===== config.mk =====
export PLATFORM = sky130hd
export DESIGN_NAME = demux12_deser_flat
export DESIGN_NICKNAME = d
export VERILOG_FILES = /design/src/rtl/demux12_deser_pkg.sv /design/src/rtl/demux12_deser_if.sv /design/src/rtl/demux12_deser_chan.sv /design/src/rtl/demux12_deser.sv /design/src/flat_wrapper.sv
export SDC_FILE = /design/constraint.sdc
export NUM_CORES = 1
export LEC_CHECK = 0
export CAP_MARGIN = 5
export CORE_ASPECT_RATIO = 1.25
export CORE_MARGIN = 5
export CORE_UTILIZATION = 45
export DETAILED_ROUTE_END_ITERATION = 10
export PLACE_DENSITY_LB_ADDON = 0.12
export SYNTH_ARGS = -nofsm -noshare
export SYNTH_HDL_FRONTEND = slang
export SYNTH_HIERARCHICAL = 1
export SYNTH_SLANG_ARGS = --single-unit

===== constraint.sdc =====
create_clock -name clk -period 2 [get_ports clk]
set_input_delay 0.4 -clock clk [delete_from_list [all_inputs] [get_ports clk]]
set_output_delay 0.4 -clock clk [all_outputs]
set_load 0.1 [all_outputs]

===== src/rtl/demux12_deser_pkg.sv =====
// Shared constants for the two-channel serial demultiplexer/deserializer.
// Channel encodings match the sel input polarity.
package demux12_pkg;

    localparam int W_DEFAULT = 8;

    localparam logic CH_A = 1'b1;
    localparam logic CH_B = 1'b0;

endpackage


===== src/rtl/demux12_deser_if.sv =====
// Serial input bus plus the two deserialized word outputs with ready/valid.
// The slave side is the deserializer; the master side feeds bits and consumes words.
interface demux12_deser_if #(parameter int W = 8);

    logic         din;
    logic         sel;
    logic         din_valid;
    logic         clr;
    logic [W-1:0] a_data;
    logic         a_valid;
    logic         a_ready;
    logic         a_ovf;
    logic [W-1:0] b_data;
    logic         b_valid;
    logic         b_ready;
    logic         b_ovf;

    modport master (
        output din, sel, din_valid, clr, a_ready, b_ready,
        input  a_data, a_valid, a_ovf, b_data, b_valid, b_ovf
    );

    modport slave (
        input  din, sel, din_valid, clr, a_ready, b_ready,
        output a_data, a_valid, a_ovf, b_data, b_valid, b_ovf
    );

endinterface


===== src/rtl/demux12_deser_chan.sv =====
// One deserializer channel: MSB-first shift register, bit counter, output
// register with ready/valid handshake and a sticky overflow flag.
module deser_chan #(
    parameter int W = 8
) (
    input  logic         clk,
    input  logic         rst_n,
    input  logic         clr,
    input  logic         bit_valid,
    input  logic         bit_in,
    input  logic         ready,
    output logic [W-1:0] data,
    output logic         valid,
    output logic         ovf
);

    localparam int CW = (W > 2) ? $clog2(W) : 1;
    localparam logic [CW-1:0] LAST = CW'(W - 1);

    logic [W-1:0]  shreg;
    logic [CW-1:0] cnt;
    logic [W-1:0]  word_next;
    logic          take_bit;
    logic          complete;
    logic          can_load;
    logic          load;

    assign take_bit  = bit_valid && !clr;
    assign word_next = {shreg[W-2:0], bit_in};
    assign complete  = take_bit && (cnt == LAST);
    // A full output register can still be refilled when it is consumed this cycle.
    assign can_load  = !valid || ready;
    assign load      = complete && can_load;

    always_ff @(posedge clk) begin
        if (!rst_n) begin
            shreg <= '0;
            cnt   <= '0;
            data  <= '0;
            valid <= 1'b0;
            ovf   <= 1'b0;
        end else begin
            if (clr) begin
                shreg <= '0;
                cnt   <= '0;
                ovf   <= 1'b0;
            end else if (take_bit) begin
                shreg <= word_next;
                cnt   <= complete ? '0 : cnt + 1'b1;
                if (complete && !can_load)
                    ovf <= 1'b1;
            end

            if (load) begin
                data  <= word_next;
                valid <= 1'b1;
            end else if (valid && ready) begin
                valid <= 1'b0;
            end
        end
    end

endmodule


===== src/rtl/demux12_deser.sv =====
// Two-channel serial demultiplexer: sel steers each qualified din bit to
// channel A or B, each of which assembles W-bit words independently.
module demux12_deser
    import demux12_pkg::*;
#(
    parameter int W = W_DEFAULT
) (
    input logic              clk,
    input logic              rst_n,
    demux12_deser_if.slave   bus
);

    logic a_bit_valid;
    logic b_bit_valid;

    assign a_bit_valid = bus.din_valid && (bus.sel == CH_A);
    assign b_bit_valid = bus.din_valid && (bus.sel == CH_B);

    deser_chan #(.W(W)) u_chan_a (
        .clk       (clk),
        .rst_n     (rst_n),
        .clr       (bus.clr),
        .bit_valid (a_bit_valid),
        .bit_in    (bus.din),
        .ready     (bus.a_ready),
        .data      (bus.a_data),
        .valid     (bus.a_valid),
        .ovf       (bus.a_ovf)
    );

    deser_chan #(.W(W)) u_chan_b (
        .clk       (clk),
        .rst_n     (rst_n),
        .clr       (bus.clr),
        .bit_valid (b_bit_valid),
        .bit_in    (bus.din),
        .ready     (bus.b_ready),
        .data      (bus.b_data),
        .valid     (bus.b_valid),
        .ovf       (bus.b_ovf)
    );

endmodule


===== src/flat_wrapper.sv =====
// flat-port wrapper written by rule: the top's interface ports become plain ports
module demux12_deser_flat import demux12_pkg::*;
#(
    parameter int W = W_DEFAULT
)
  (clk, rst_n, bus_din, bus_sel, bus_din_valid, bus_clr, bus_a_ready, bus_b_ready, bus_a_data, bus_a_valid, bus_a_ovf, bus_b_data, bus_b_valid, bus_b_ovf);
  demux12_deser_if #(.W(W)) bus_i ();
  input logic clk;
  input logic rst_n;
  input wire logic [$bits(bus_i.din)-1:0] bus_din;
  input wire logic [$bits(bus_i.sel)-1:0] bus_sel;
  input wire logic [$bits(bus_i.din_valid)-1:0] bus_din_valid;
  input wire logic [$bits(bus_i.clr)-1:0] bus_clr;
  input wire logic [$bits(bus_i.a_ready)-1:0] bus_a_ready;
  input wire logic [$bits(bus_i.b_ready)-1:0] bus_b_ready;
  output wire logic [$bits(bus_i.a_data)-1:0] bus_a_data;
  output wire logic [$bits(bus_i.a_valid)-1:0] bus_a_valid;
  output wire logic [$bits(bus_i.a_ovf)-1:0] bus_a_ovf;
  output wire logic [$bits(bus_i.b_data)-1:0] bus_b_data;
  output wire logic [$bits(bus_i.b_valid)-1:0] bus_b_valid;
  output wire logic [$bits(bus_i.b_ovf)-1:0] bus_b_ovf;
  assign bus_i.din = bus_din;
  assign bus_i.sel = bus_sel;
  assign bus_i.din_valid = bus_din_valid;
  assign bus_i.clr = bus_clr;
  assign bus_i.a_ready = bus_a_ready;
  assign bus_i.b_ready = bus_b_ready;
  assign bus_a_data = bus_i.a_data;
  assign bus_a_valid = bus_i.a_valid;
  assign bus_a_ovf = bus_i.a_ovf;
  assign bus_b_data = bus_i.b_data;
  assign bus_b_valid = bus_i.b_valid;
  assign bus_b_ovf = bus_i.b_ovf;
  demux12_deser #(.W(W)) u_core (.clk(clk), .rst_n(rst_n), .bus(bus_i));
endmodule

# [Word-level counts from Yosys, hierarchy flattened]
# Index checks and enable logic that the tools add are counted.
# W data, S select, Z words.
[totals] word_cells=46 regBits=40
[classes] n_eq_ne=2 addsub=2 muxes=6 bitwise_logic=2 reduce_logical=24
[ops] op="$logic_and A1 B1 Y1" count=12
[ops] op="$add A3 B1 Y3 const B" count=2
[ops] op="$eq A3 B3 Y1 const B" count=2
[ops] op="$mux W3" count=2
[ops] op="$logic_not A1 Y1" count=5
[ops] op="$mux W1" count=4
[ops] op="$reduce_and A2 Y1" count=2
[ops] op="$reduce_bool A2 Y1" count=2
[ops] op="$logic_or A1 B1 Y1" count=2
[ops] op="$not A1 Y1" count=2
[ops] op="$reduce_or A2 Y1" count=1

# [Depth between registers and ports, before layout]
[logic_depth] word_depth=6 depth_mapped=5 ltp_nobuf=5

# [Hierarchy]
# The synthesis kept the hierarchy.
[by_module_without_submodules] module="deser_chan" area_each_um2=783.3 n_inst=2 seq_area_each_um2=400.4 cells_each=80
[by_module_without_submodules] module="demux12_deser" area_each_um2=16.3 n_inst=1 seq_area_each_um2=0.0 cells_each=2

# [Worst setup path after synthesis]
# Ideal clock, no wire load.
[synth_timing] path_type="reg-to-reg" startpoint="register u_core.u_chan_a.valid" endpoint="register u_core.u_chan_a.data[0]" setup_time_ns=0.136 t_required_ns=1.864 slack_ns=0.321 path_buffers=0 arrival_ns=1.544 path_stages_with_launch=4 path_cell_list="dfxtp_1 nor2b_1 nor3_4 mux2i_1"
[synth_between] elab_chain_len=3
[synth_rtl] element="start, declared" line="demux12_deser_chan.sv:13" rtl="output logic valid,"
[synth_rtl] element="start signal, assigned" line="demux12_deser_chan.sv:40" rtl="valid <= 1'b0;"
[synth_rtl] element="start signal, assigned" line="demux12_deser_chan.sv:56" rtl="valid <= 1'b1;"
[synth_rtl] element="start signal, assigned" line="demux12_deser_chan.sv:58" rtl="valid <= 1'b0;"
[synth_rtl] element="$logic_not A1 Y1" line="demux12_deser_chan.sv:32" rtl="assign can_load = !valid || ready;"
[synth_rtl] element="$logic_or A1 B1 Y1" line="demux12_deser_chan.sv:32"
[synth_rtl] element="$logic_and A1 B1 Y1" line="demux12_deser_chan.sv:33" rtl="assign load = complete && can_load;"
[synth_rtl] element="end signal, assigned" line="demux12_deser_chan.sv:55" rtl="data <= word_next;"
[synth_rtl] element="end, declared" line="demux12_deser_chan.sv:12" rtl="output logic [W-1:0] data,"
# Every way passes these cells.
# A chain may end at the register's enable or synchronous reset.

# [Worst setup path after layout]
[layout_timing] startpoint="register u_core.u_chan_b.cnt[0]" endpoint="register u_core.u_chan_b.data[7]"
[layout_between] elab_chain_len=3
[layout_rtl] element="start, declared" line="demux12_deser_chan.sv:21" rtl="logic [CW-1:0] cnt;"
[layout_rtl] element="start signal, assigned" line="demux12_deser_chan.sv:49" rtl="cnt <= complete ? '0 : cnt + 1'b1;"
[layout_rtl] element="$eq A3 B3 Y1" line="demux12_deser_chan.sv:30" rtl="assign complete = take_bit && (cnt == LAST);"
[layout_rtl] element="$logic_and A1 B1 Y1" line="demux12_deser_chan.sv:30"
[layout_rtl] element="$logic_and A1 B1 Y1" line="demux12_deser_chan.sv:33"
[layout_rtl] element="end signal, assigned" line="demux12_deser_chan.sv:55"
[layout_rtl] element="end, declared" line="demux12_deser_chan.sv:12"
# Every way passes these cells.

==> metrics.yaml <==
status: "complete, no violations"
dr.pass1.iters: 4
netlist_area_sq_um: 1580
synth_area_leaders: "dfxtp_1 (51%), mux2i_1 (22%), nand2_1 (8.1%)"
setup-tns-final_ns: 0
slew_headroom_pct: 70.8
arrival_ns: 1.67
cts_root_buf: "clkbuf_8"
ys_top_cells_by_count: "dfxtp_1 (40), mux2i_1 (34), nand2_1 (34)"
synthCells: 162
worstSkewPairLatency_ns: 0.28
ctsHoldBuffers: 0
drc: 0
die-area_sq_um: 4810
drtIter0Drc: 39
hpwlAfterDp_um: 2170
cts_resized: 0
viasPerCell: 4.96
wl_um: 2950
synth_simple_gate_area_share_pct: 20.2
synth.avg_cell_area_sq_um: 9.77
synthArstFlopShare_pct: 0
power.density_nw_per_um2: 761
synth-seq-cells: 40
max_freq_mhz: 685
layout.nets: 206
final-max-slew-violation-count: 0
seq_area_frac_synth_pct: 50.6
cp-end-kind: "flip-flop"
tightest_slew_ns: 0.438
ant_nets: 0
antenna_cells: 0
synth_edf_count: 0
ys.flop_type: "dfxtp_1"
drv_cap: 0
start_util_pct: 45.8
yosysMostFrequentCell: "dfxtp_1"
grt_use_met3_pct: 5.16
dp.cells: 226
wire_per_inst_um: 12.6
synthXorXnorAreaFrac_pct: 0
fin_cells: 234
post-cts-setup-buffer-count: 0
grt.total_usage_pct: 13.3
min_path_type: "flip-flop to flip-flop"
critical_path_class: "flip-flop to flip-flop"
cellLeakagePower_nw: 0.752
cp.required_ns: 2.21
start_kind: "flip-flop"
htreeDepth: 2
skew_ns: 0.00201
drive_gt1_share_pct: 19.0
grt_max_degree: 25
yosysTopAreaCellShare_pct: 50.6
post-route-period-util_pct: 73.0
grt_overflow: 0
use_met1_pct: 13.3
synthMuxAreaShare_pct: 21.5
fp.dieW_um: 63.0
synth_compound_area_share_pct: 2.37
cts_buffers: 5
port_buffers: 27
cts_tree: "yes"
dieHeight_um: 76.3
antenna_found_initial: 0
globalRoute.busiestLayer: "met2"
setup_viol: 0
syn_to_final_growth_pct: 24.4
synth_cell_types: 17
ir_drop_mv: 0.600
cp_max_fo: 8
io-pin-count: 28
hold_violations: 0
synthAdderAreaFrac_pct: 3.16
period_needed_ns: 1.46
cts.sinks: 40
grt_pass1_wl_um: 5150
synth_top_family_by_area: "multiplexers"
gp_congestion: 0.700
ys_warn_count: 6
cts_buffer_depth: 2
clkTransAtPathRegs_ns: 0.07
rrSetupSlack_ns: 0.54
num_vias: 1161
syn-num-nets: 174
use_met2_pct: 24.1
rows: 24
synth_top_area_cell: "dfxtp_1"
coreArea_sq_um: 3450
grt_setup_unrepaired: "no"
grt_pass1_vias: 1165
[metrics by stage]
stage | power [W] | hold slack, ns | setup slack, ns | area [sq um] | utilization [%]
final | 0.00150 | 0.457 | 0.540 | 1970 | 57.0
after global routing | 0.00158 | 0.483 | 0.404 | 1970 | 57.0
after CTS | 0.00152 | 0.461 | 0.520 | 1970 | 57.0
after detailed placement | 0.000888 | 0.450 | 0.257 | 1860 | 53.9
after global placement | 0.000886 | 0.444 | 0.288 | 1860 | 53.9
after floorplan | 0.000861 | 0.437 | 0.321 | 1580 | -
[area by class of cell]
class,instances,area [sq um]
multi-input combinational,114,747
fill,306,1480
clock buffer,6,72.6
timing repair buffer,33,265
clock inverter,2,35.0
sequential,40,801
tap,39,48.8
[logic make-up after synthesis]
kind of cell               Yosys count
muxes                               34
AOI/OAI and AO/OA                    6
adders and majority gates            4
DFF                                 40
and+or+nand+nor                     70
buffers and inverters                8
[final timing paths]
| path | startpoint | cells after the start | end |
|---|---|---|---|
| max | u_core/u_chan_b/cnt[0]$_SDFFE_PP0P_ | 6 | u_core/u_chan_b/data[7]$_SDFFE_PN0P_ |
| min | u_core/u_chan_b/data[4]$_SDFFE_PN0P_ | 2 | u_core/u_chan_b/data[4]$_SDFFE_PN0P_ |
| max reg2reg | u_core/u_chan_b/cnt[0]$_SDFFE_PP0P_ | 6 | u_core/u_chan_b/data[7]$_SDFFE_PN0P_ |
| min reg2reg | u_core/u_chan_b/data[4]$_SDFFE_PN0P_ | 2 | u_core/u_chan_b/data[4]$_SDFFE_PN0P_ |
[metal layers]
layer / part of all wire [%] / routed length [um]
met5: 0 / 0
met2: 54 / 1580
met4: 1.5 / 44
met1: 40 / 1190
met3: 4.4 / 130
[state kept, by name (all words and copies together), names as in the netlist]
name,count
u_core/u_chan_a/shreg,7
u_core/u_chan_b/valid,1
u_core/u_chan_a/data,8
u_core/u_chan_b/data,8
u_core/u_chan_a/valid,1
u_core/u_chan_a/cnt,3
u_core/u_chan_a/ovf,1
u_core/u_chan_b/shreg,7
u_core/u_chan_b/cnt,3
u_core/u_chan_b/ovf,1
[where the power goes]
part            total, W  leakage, nW  internal, W  switching, W
Sequential      0.000801        0.322     0.000799    0.00000203
Combinational  0.0000687        0.375    0.0000313     0.0000374
Clock           0.000630       0.0552     0.000370      0.000260
Total            0.00150        0.752      0.00120      0.000300
[placed cells by master (no fill, tap or decap), drive strengths merged]
cell type and count:
nand3b 2, bufinv 1, dfxtp 40, clkinv 1
and2b 1, ha 4, nand2b 4, nor3 2
and2 1, mux2i 34, a31oi 2, buf 26
nor2 24, o21a 2, clkdlybuf4s50 7, nand2 34
clkbuf 6, nor2b 2, a21oi 2
[critical path, stage by stage (launching register included)]
cell and delay (ns):
dfxtp_1 0.36, ha_1 0.17, ha_1 0.21, nand2_1 0.12
nor3_4 0.11, buf_4 0.22, mux2i_1 0.21
Note: power is estimated with default switching activity, not from simulation.
